--- config.mk ---
export PLATFORM = sky130hd
export DESIGN_NAME = pipelined_carry_skip_adder_flat
export DESIGN_NICKNAME = d
export VERILOG_FILES = /design/src/rtl/carry_skip_pkg.sv /design/src/rtl/pipelined_carry_skip_adder_if.sv /design/src/rtl/csa_block.sv /design/src/rtl/pipelined_carry_skip_adder.sv /design/src/flat_wrapper.sv
export SDC_FILE = /design/constraint.sdc
export NUM_CORES = 1
export LEC_CHECK = 0
export CORE_ASPECT_RATIO = 1.1
export CORE_MARGIN = 2
export CORE_UTILIZATION = 45
export CTS_CLUSTER_DIAMETER = 150
export DETAILED_ROUTE_END_ITERATION = 16
export PLACE_DENSITY = 0.72
export SLEW_MARGIN = 20
export SYNTH_ARGS = -nofsm -noshare
export SYNTH_HDL_FRONTEND = slang
export SYNTH_SLANG_ARGS = --single-unit
--- constraint.sdc ---
create_clock -name clk -period 6.7 [get_ports clk]
set_clock_uncertainty 0.2 [all_clocks]
set_input_delay 1.34 -clock clk [delete_from_list [all_inputs] [get_ports clk]]
set_output_delay 1.34 -clock clk [all_outputs]
set_load 0.01 [all_outputs]
--- src/rtl/carry_skip_pkg.sv ---
// Shared sizing helpers for the carry-skip adder family: block count and tail-block width.
package carry_skip_pkg;

    function automatic int unsigned num_blocks(input int unsigned n, input int unsigned bs);
        return (n + bs - 1) / bs;
    endfunction

    // Tail block takes the leftover bits, or a full block when N divides evenly.
    function automatic int unsigned last_block_width(input int unsigned n, input int unsigned bs);
        return ((n % bs) == 0) ? bs : (n % bs);
    endfunction

endpackage

--- src/rtl/pipelined_carry_skip_adder_if.sv ---
// Valid/ready operand and result bus of the pipelined carry-skip adder.
interface pipelined_carry_skip_adder_if #(
    parameter int unsigned N = 16
);
    logic         in_valid;
    logic         in_ready;
    logic [N-1:0] a;
    logic [N-1:0] b;
    logic         cin;
    logic         sub;
    logic         out_valid;
    logic         out_ready;
    logic [N-1:0] sum;
    logic         cout;
    logic         overflow;

    modport master (
        output in_valid, a, b, cin, sub, out_ready,
        input  in_ready, out_valid, sum, cout, overflow
    );

    modport slave (
        input  in_valid, a, b, cin, sub, out_ready,
        output in_ready, out_valid, sum, cout, overflow
    );
endinterface

--- src/rtl/csa_block.sv ---
// One combinational carry-skip block: ripple sum plus a block-propagate bypass of the carry.
module csa_block #(
    parameter int unsigned W = 4
) (
    input  logic [W-1:0] a,
    input  logic [W-1:0] b,
    input  logic         cin,
    output logic [W-1:0] sum,
    output logic         cout
);
    logic [W:0] c;
    logic       p;

    always_comb begin
        c    = '0;
        sum  = '0;
        c[0] = cin;
        for (int i = 0; i < int'(W); i++) begin
            sum[i]   = a[i] ^ b[i] ^ c[i];
            c[i+1]   = (a[i] & b[i]) | ((a[i] ^ b[i]) & c[i]);
        end
        // All bits propagating: the block carry-in passes straight through.
        p    = &(a ^ b);
        cout = p ? cin : c[W];
    end
endmodule

--- src/rtl/pipelined_carry_skip_adder.sv ---
// Add/subtract pipeline evaluating one carry-skip block per stage, LSB block first.
module pipelined_carry_skip_adder
    import carry_skip_pkg::*;
#(
    parameter int unsigned N          = 16,
    parameter int unsigned BLOCK_SIZE = 4
) (
    input  logic                      clk,
    input  logic                      rst_n,
    pipelined_carry_skip_adder_if.slave bus
);
    localparam int unsigned NB     = num_blocks(N, BLOCK_SIZE);
    localparam int unsigned LAST_W = last_block_width(N, BLOCK_SIZE);

    // Stage-k inputs: element 0 is the bus, element k+1 is stage k's register.
    logic [N-1:0] a_i   [NB];
    logic [N-1:0] b_i   [NB];
    logic [N-1:0] s_i   [NB];
    logic         c_i   [NB];
    logic         sub_i [NB];
    logic         v_i   [NB];

    logic         advance;
    logic [N-1:0] sum_r;
    logic         cout_r;
    logic         ovf_r;
    logic         valid_r;

    assign advance      = !valid_r || bus.out_ready;
    assign bus.in_ready = advance;

    // Subtraction forces the initial carry to 1 and ignores cin.
    assign a_i[0]   = bus.a;
    assign b_i[0]   = bus.b;
    assign s_i[0]   = '0;
    assign c_i[0]   = bus.sub | bus.cin;
    assign sub_i[0] = bus.sub;
    assign v_i[0]   = bus.in_valid;

    for (genvar k = 0; k < NB; k++) begin : g_stage
        localparam int unsigned LO      = k * BLOCK_SIZE;
        localparam bit          IS_LAST = (k == NB - 1);
        localparam int unsigned W       = IS_LAST ? LAST_W : BLOCK_SIZE;

        logic [N-1:0] b_eff;
        logic [N-1:0] s_nxt;
        logic [W-1:0] blk_sum;
        logic         blk_cout;

        assign b_eff = sub_i[k] ? ~b_i[k] : b_i[k];

        csa_block #(.W(W)) u_blk (
            .a    (W'(a_i[k] >> LO)),
            .b    (W'(b_eff >> LO)),
            .cin  (c_i[k]),
            .sum  (blk_sum),
            .cout (blk_cout)
        );

        // Upper sum bits are still zero here, so OR merges this block in.
        assign s_nxt = s_i[k] | (N'(blk_sum) << LO);

        if (!IS_LAST) begin : g_mid
            logic [N-1:0] a_q, b_q, s_q;
            logic         c_q, sub_q, v_q;

            always_ff @(posedge clk or negedge rst_n) begin
                if (!rst_n) begin
                    a_q   <= '0;
                    b_q   <= '0;
                    s_q   <= '0;
                    c_q   <= 1'b0;
                    sub_q <= 1'b0;
                    v_q   <= 1'b0;
                end else if (advance) begin
                    a_q   <= a_i[k];
                    b_q   <= b_i[k];
                    s_q   <= s_nxt;
                    c_q   <= blk_cout;
                    sub_q <= sub_i[k];
                    v_q   <= v_i[k];
                end
            end

            assign a_i[k+1]   = a_q;
            assign b_i[k+1]   = b_q;
            assign s_i[k+1]   = s_q;
            assign c_i[k+1]   = c_q;
            assign sub_i[k+1] = sub_q;
            assign v_i[k+1]   = v_q;
        end else begin : g_last
            // Carry into the MSB is recovered as a ^ b' ^ sum at bit N-1.
            always_ff @(posedge clk or negedge rst_n) begin
                if (!rst_n) begin
                    sum_r   <= '0;
                    cout_r  <= 1'b0;
                    ovf_r   <= 1'b0;
                    valid_r <= 1'b0;
                end else if (advance) begin
                    sum_r   <= s_nxt;
                    cout_r  <= blk_cout;
                    ovf_r   <= a_i[k][N-1] ^ b_eff[N-1] ^ s_nxt[N-1] ^ blk_cout;
                    valid_r <= v_i[k];
                end
            end
        end
    end

    assign bus.out_valid = valid_r;
    assign bus.sum       = sum_r;
    assign bus.cout      = cout_r;
    assign bus.overflow  = ovf_r;
endmodule

--- src/flat_wrapper.sv ---
// flat-port wrapper written by rule: the top's interface ports become plain ports
module pipelined_carry_skip_adder_flat import carry_skip_pkg::*;
#(
    parameter int unsigned N          = 16,
    parameter int unsigned BLOCK_SIZE = 4
)
  (clk, rst_n, bus_in_valid, bus_a, bus_b, bus_cin, bus_sub, bus_out_ready, bus_in_ready, bus_out_valid, bus_sum, bus_cout, bus_overflow);
  pipelined_carry_skip_adder_if #(.N(N)) bus_i ();
  input  logic clk;
  input  logic rst_n;
  input wire logic [$bits(bus_i.in_valid)-1:0] bus_in_valid;
  input wire logic [$bits(bus_i.a)-1:0] bus_a;
  input wire logic [$bits(bus_i.b)-1:0] bus_b;
  input wire logic [$bits(bus_i.cin)-1:0] bus_cin;
  input wire logic [$bits(bus_i.sub)-1:0] bus_sub;
  input wire logic [$bits(bus_i.out_ready)-1:0] bus_out_ready;
  output wire logic [$bits(bus_i.in_ready)-1:0] bus_in_ready;
  output wire logic [$bits(bus_i.out_valid)-1:0] bus_out_valid;
  output wire logic [$bits(bus_i.sum)-1:0] bus_sum;
  output wire logic [$bits(bus_i.cout)-1:0] bus_cout;
  output wire logic [$bits(bus_i.overflow)-1:0] bus_overflow;
  assign bus_i.in_valid = bus_in_valid;
  assign bus_i.a = bus_a;
  assign bus_i.b = bus_b;
  assign bus_i.cin = bus_cin;
  assign bus_i.sub = bus_sub;
  assign bus_i.out_ready = bus_out_ready;
  assign bus_in_ready = bus_i.in_ready;
  assign bus_out_valid = bus_i.out_valid;
  assign bus_sum = bus_i.sum;
  assign bus_cout = bus_i.cout;
  assign bus_overflow = bus_i.overflow;
  pipelined_carry_skip_adder #(.N(N), .BLOCK_SIZE(BLOCK_SIZE)) u_core (.clk(clk), .rst_n(rst_n), .bus(bus_i));
endmodule
---- Yosys cells after proc, flatten, opt, wreduce, memory -nomap -nowiden ----
Cells that the tools add are included.
operators by class
  $add $sub $neg .......................... 0
  multipliers ............................. 0
  div/mod/pow operators ................... 0
  order comparisons ....................... 0
  equality and inequality tests ........... 0
  shifts and indexed selects .............. 0
  multiplexer cells ....................... 8
  bitwise operators ....................... 94
  reduce and logical (&&, ||, !) cells .... 6
operators with widths
  kind              number
  $xor 1x1->1       34
  $and 1x1->1       32
  $or 1x1->1        17
  $mux 16           1
  $not 16->16       1
  $or 16x12->16     1
  $or 16x16->16     1
  $reduce_and 4->1  4
  $xor 4x4->4       4
  $mux 12           1
  $not 12->12       1
  $mux 8            1
  $not 8->8         1
  $or 4x8->8        1
  $mux 1            4
  $mux 4            1
  $not 4->4         1
  $logic_not 1->1   1
  $logic_or 1x1->1  1
storage, ports and cells
  register bits after elaboration ......... 160
  bits in latches ......................... 0
  RAM bits ................................ 0
  memory bits (read-only) ................. 0
  input bits .............................. 38
  output and inout port bits .............. 20
  memories kept ........................... 0

---- Depth between registers and ports, before layout ----
  depth after elaboration ................. 13
  depth in mapped cells ................... 11
  depth with buffers taken out ............ 10

---- By module ----
A second synthesis with hierarchy kept.
second synthesis, totals
  cell total of the unflattened synthesis .. 312
  area total of the unflattened synthesis .. 4,948.5 um2
modules (own cells, without submodules)
  module                      times used  cells an instance  area an instance (um2)  sequential area each (um2)
  pipelined_carry_skip_adder  1           236                4,227.8                 2,502.4
  csa_block                   4           19                 180.2                   0.0

---- Least setup slack after synthesis ----
OpenSTA, ideal clock, no wires.
  kind .................................... input to register
  start ................................... input bus_sub
  end ..................................... register u_core.g_stage[0].g_mid.s_q[3]
  setup time .............................. 117 ps
  arrival ................................. 3,249 ps
  setup slack ............................. 3,135 ps
  stages .................................. 10
  path through ............................ buf_2 -> xor2_1 -> fa_1 -> inv_1 -> fa_1 -> fa_1 -> inv_1 -> fa_1 -> nand2_1 -> nand2_1
between the ends
  cells in the longest elaborated chain, start to end .. 9
ends and longest elaborated chain
  element                           line                              text
  from (decl)                       flat_wrapper.sv:15                input wire logic [$bits(bus_i.sub)-1:0] bus_sub;
  $mux 4                            pipelined_carry_skip_adder.sv:50  assign b_eff = sub_i[k] ? ~b_i[k] : b_i[k];
  $xor 1x1->1                       csa_block.sv:20                   c[i+1] = (a[i] & b[i]) | ((a[i] ^ b[i]) & c[i]);
  $and 1x1->1                       csa_block.sv:20
  $or 1x1->1                        csa_block.sv:20
  $and 1x1->1                       csa_block.sv:20
  $or 1x1->1                        csa_block.sv:20
  $and 1x1->1                       csa_block.sv:20
  $or 1x1->1                        csa_block.sv:20
  $xor 1x1->1 *                     csa_block.sv:19                   sum[i] = a[i] ^ b[i] ^ c[i];
  via u_core.g_stage[0].blk_sum[3]  pipelined_carry_skip_adder.sv:47  logic [W-1:0] blk_sum;
  to (signal assigned)              pipelined_carry_skip_adder.sv:78  s_q <= s_nxt;
  to (decl)                         pipelined_carry_skip_adder.sv:64  logic [N-1:0] a_q, b_q, s_q;
The timed path passes the listed nets; every way through them passes the cells marked *.
A chain may end at the register's enable or synchronous reset.

---- Final worst setup path ----
  start ................................... input bus_out_ready
  end ..................................... output bus_in_ready
between the ends
  cells in the longest elaborated chain, start to end .. 1
ends and longest elaborated chain
  element           line                              text
  from (decl)       flat_wrapper.sv:16                input wire logic [$bits(bus_i.out_ready)-1:0] bus_out_ready;
  $logic_or 1x1->1  pipelined_carry_skip_adder.sv:29  assign advance = !valid_r || bus.out_ready;
  to (decl)         flat_wrapper.sv:17                output wire logic [$bits(bus_i.in_ready)-1:0] bus_in_ready;
No other way between the ends.

==> impl_metrics.toml <==
[synthesis]
synth_area_um2 = 4550
synthCells = 489
yosys-top-cells-count = "nand2_1 (247), dfrtp_1 (100), inv_1 (24)"
ys_seq_elements = 100
synthArstFlopShare = 1.00
synth_top_area_frac = 0.549
ys.flop_type = "dfrtp_1"
avgSynthCellArea_um2 = 9.31
synth_cell_type_count = 21
synth_edf_count = 0
synth.yosys.warnings = 0
yosysMostFrequentCell = "nand2_1"
yosys-top-cells-area = "dfrtp_1 (55%), nand2_1 (20%), fa_1 (7.0%)"
syn-num-nets = 559
yosysSeqAreaShare = 0.549
yosys.area.top_type = "dfrtp_1"

[power_and_ir_drop]
swShare = 0.376
p_leak_nw = 2.80
seq_power_share = 0.410
total_power_mw = 2.55
comb_power_share = 0.423
power_density_nw_per_um2 = 471
clockPowerShare = 0.167
netSwitchingPower_uw = 958
ir_drop_mv = 0.168
p_int_mw = 1.59

[placed_design]
dp_cells = 644
port_buffers = 57
post-place-ws_ns = 2.24
gp_congestion = 0.834
post-dp-hpwl_um = 5360

[sta]
tightest_slew_ns = 0.821
finalHoldViolCount = 0
finalWorstSetupSlack_ns = 2.26
setup-violations-final = 0
relSlewSlack = 0.453
setup_tns_ns = 0
rsz0062_at_grt = "false"
fin_crit_ns = 4.44
max_freq_mhz = 225
drv_slew = 0
final.period_utilization = 0.663
hold_ws_ns = 0.268

[global_route]
grt_pass1_wl_um = 14100
grt-ovfl-total = 0
antenna_found_initial = 0
first_global_vias = 3095
grt_use_total = 0.162
grt_max_degree = 86

[floorplan]
rows = 38
core_um2 = 9840
die_w_um = 99.9
ios = 58
die_area_um2 = 10900
initial_core_util = 0.463
die_h_um = 110

[detailed_routing]
antenna_left = 0
drc_errors = 0
drt_wl_total_um = 8080
drt-pass1-iter-count = 5
wl_per_cell_um = 12.2
dr.first_iter.drc_count = 118
vias = 3086
vias_per_cell = 4.68

[finish]
antenna_cells = 0
layout-drive-gt1-share = 0.0463
fin_cells = 660
n_fill_cell = 923
final_nets = 605
syn2layout_area_growth_pct = 18.7

[critical_path]
required_ns = 5.16
cp_data_arrival_time_ns = 2.90
critPathMaxFanout = 34
start_kind = "input port"
critPathKind = "input port to output pin"
crit_path_end_kind = "output pin"

[cts]
cts-hold-fix-buffers = 0
cts_setup_buffers = 0
root_buffer = "clkbuf_8"
cts_resized = 0
clock_latency_ns = 0.36
cts_made_buffers = 9
cts_tree = "built"
clockBufferDepth = 2
clk_pin_slew_ns = 0.09
numClockSinks = 100
cts_htree_levels = 3

[outcome]
status = "complete, no violations"

[flow_run]
max-cap-violations = 0

[min_path]
hold_class = "register to register"
layout by cell type, fill, tap and decap left out, types with 4 or more instances in the layout:
master,n
a21oi_1,11
buf_4,4
clkbuf_8,10
clkdlybuf4s50_1,56
dfrtp_1,100
fa_1,16
ha_1,16
inv_1,24
nand2_1,247
nand4_1,4
nor2_1,12
o21ai_0,7
xor2_1,16
logic make-up (layout without fill, tap and decap cells):
kind of cell | after synthesis | in the layout | share of synthesized area
AO/OA/AOI/OAI | 19 | 19 | 0.0217
XOR/XNOR | 18 | 18 | 0.0346
adder cells (fa/ha/maj) | 32 | 32 | 0.114
buffers and inverters | 50 | 101 | 0.0467
flip-flops | 100 | 100 | 0.549
multiplexers | 4 | 4 | 0.00961
AND/OR/NAND/NOR | 266 | 266 | 0.224
critical path: stages:
cell and delay (ns):
clkdlybuf4s50_1 0.44, nor2b_4 0.13, clkinv_2 0.37, clkdlybuf4s50_1 0.62
power by group through the flow:
| stage | combinational [mW] | clock, mW | sequential, mW |
|---|---|---|---|
| after floorplan | 0.768 | 0 | 1.03 |
| after global placement | 1.06 | 0 | 1.04 |
| after detailed placement | 1.10 | 0 | 1.06 |
| after CTS | 1.11 | 0.437 | 1.05 |
| after global routing | 1.27 | 0.464 | 1.08 |
| final | 1.08 | 0.425 | 1.04 |
per-stage QoR:
step | util | instance area (µm²)
6_report | 0.549 | 5410
5_1_grt | 0.549 | 5410
4_1_cts | 0.549 | 5410
3_5_place_dp | 0.527 | 5180
3_3_place_gp | 0.527 | 5180
2_1_floorplan | - | 4550
sequential cells by signal, summed over array words and instances, names as in the netlist:
name / count
u_core.bus.cout: 1
u_core.bus.out_valid: 1
u_core.bus.overflow: 1
u_core.bus.sum: 16
u_core.g_stage.g_mid.a_q: 24
u_core.g_stage.g_mid.b_q: 24
u_core.g_stage.g_mid.c_q: 3
u_core.g_stage.g_mid.s_q: 24
u_core.g_stage.g_mid.sub_q: 3
u_core.g_stage.g_mid.v_q: 3
routing by layer:
metal,vias up,part of all wire,track usage
met5,-,0,0
met4,0,0.010,0.0548
met3,10,0.045,0.0388
met2,56,0.48,0.263
met1,1467,0.47,0.216
li1,1553,-,-
worst paths after layout:
check / start / slack (ns) / cells past startpoint / end
max in group asynchronous: rst_n / 4.43 / 2 / u_core.g_stage[1].g_mid.a_q[15]$_DFFE_PN0P_
min in group asynchronous: rst_n / 0.75 / 1 / u_core.g_stage[0].g_mid.a_q[7]$_DFFE_PN0P_
hold / removal: u_core.g_stage[2].g_mid.v_q$_DFFE_PN0P_ / 0.27 / 2 / u_core.g_stage[2].g_mid.v_q$_DFFE_PN0P_
setup / recovery: bus_out_ready / 2.26 / 4 / bus_in_ready
setup reg to reg: u_core.g_stage[2].g_mid.sub_q$_DFFE_PN0P_ / 3.52 / 10 / u_core.bus.overflow$_DFFE_PN0P_
hold reg to reg: u_core.g_stage[2].g_mid.v_q$_DFFE_PN0P_ / 0.27 / 2 / u_core.g_stage[2].g_mid.v_q$_DFFE_PN0P_
area by class of cell:
cell class                 instances  area [µm²]  share of cell area
sequential                       100        2500               0.463
multi-input combinational        339        1840               0.341
timing repair buffer              60         591               0.109
tap                              120         150              0.0278
clock buffer                      10         138              0.0255
inverter                          25        95.1              0.0176
clock inverter                     6        87.6              0.0162
(Power assumes the default switching activity.)
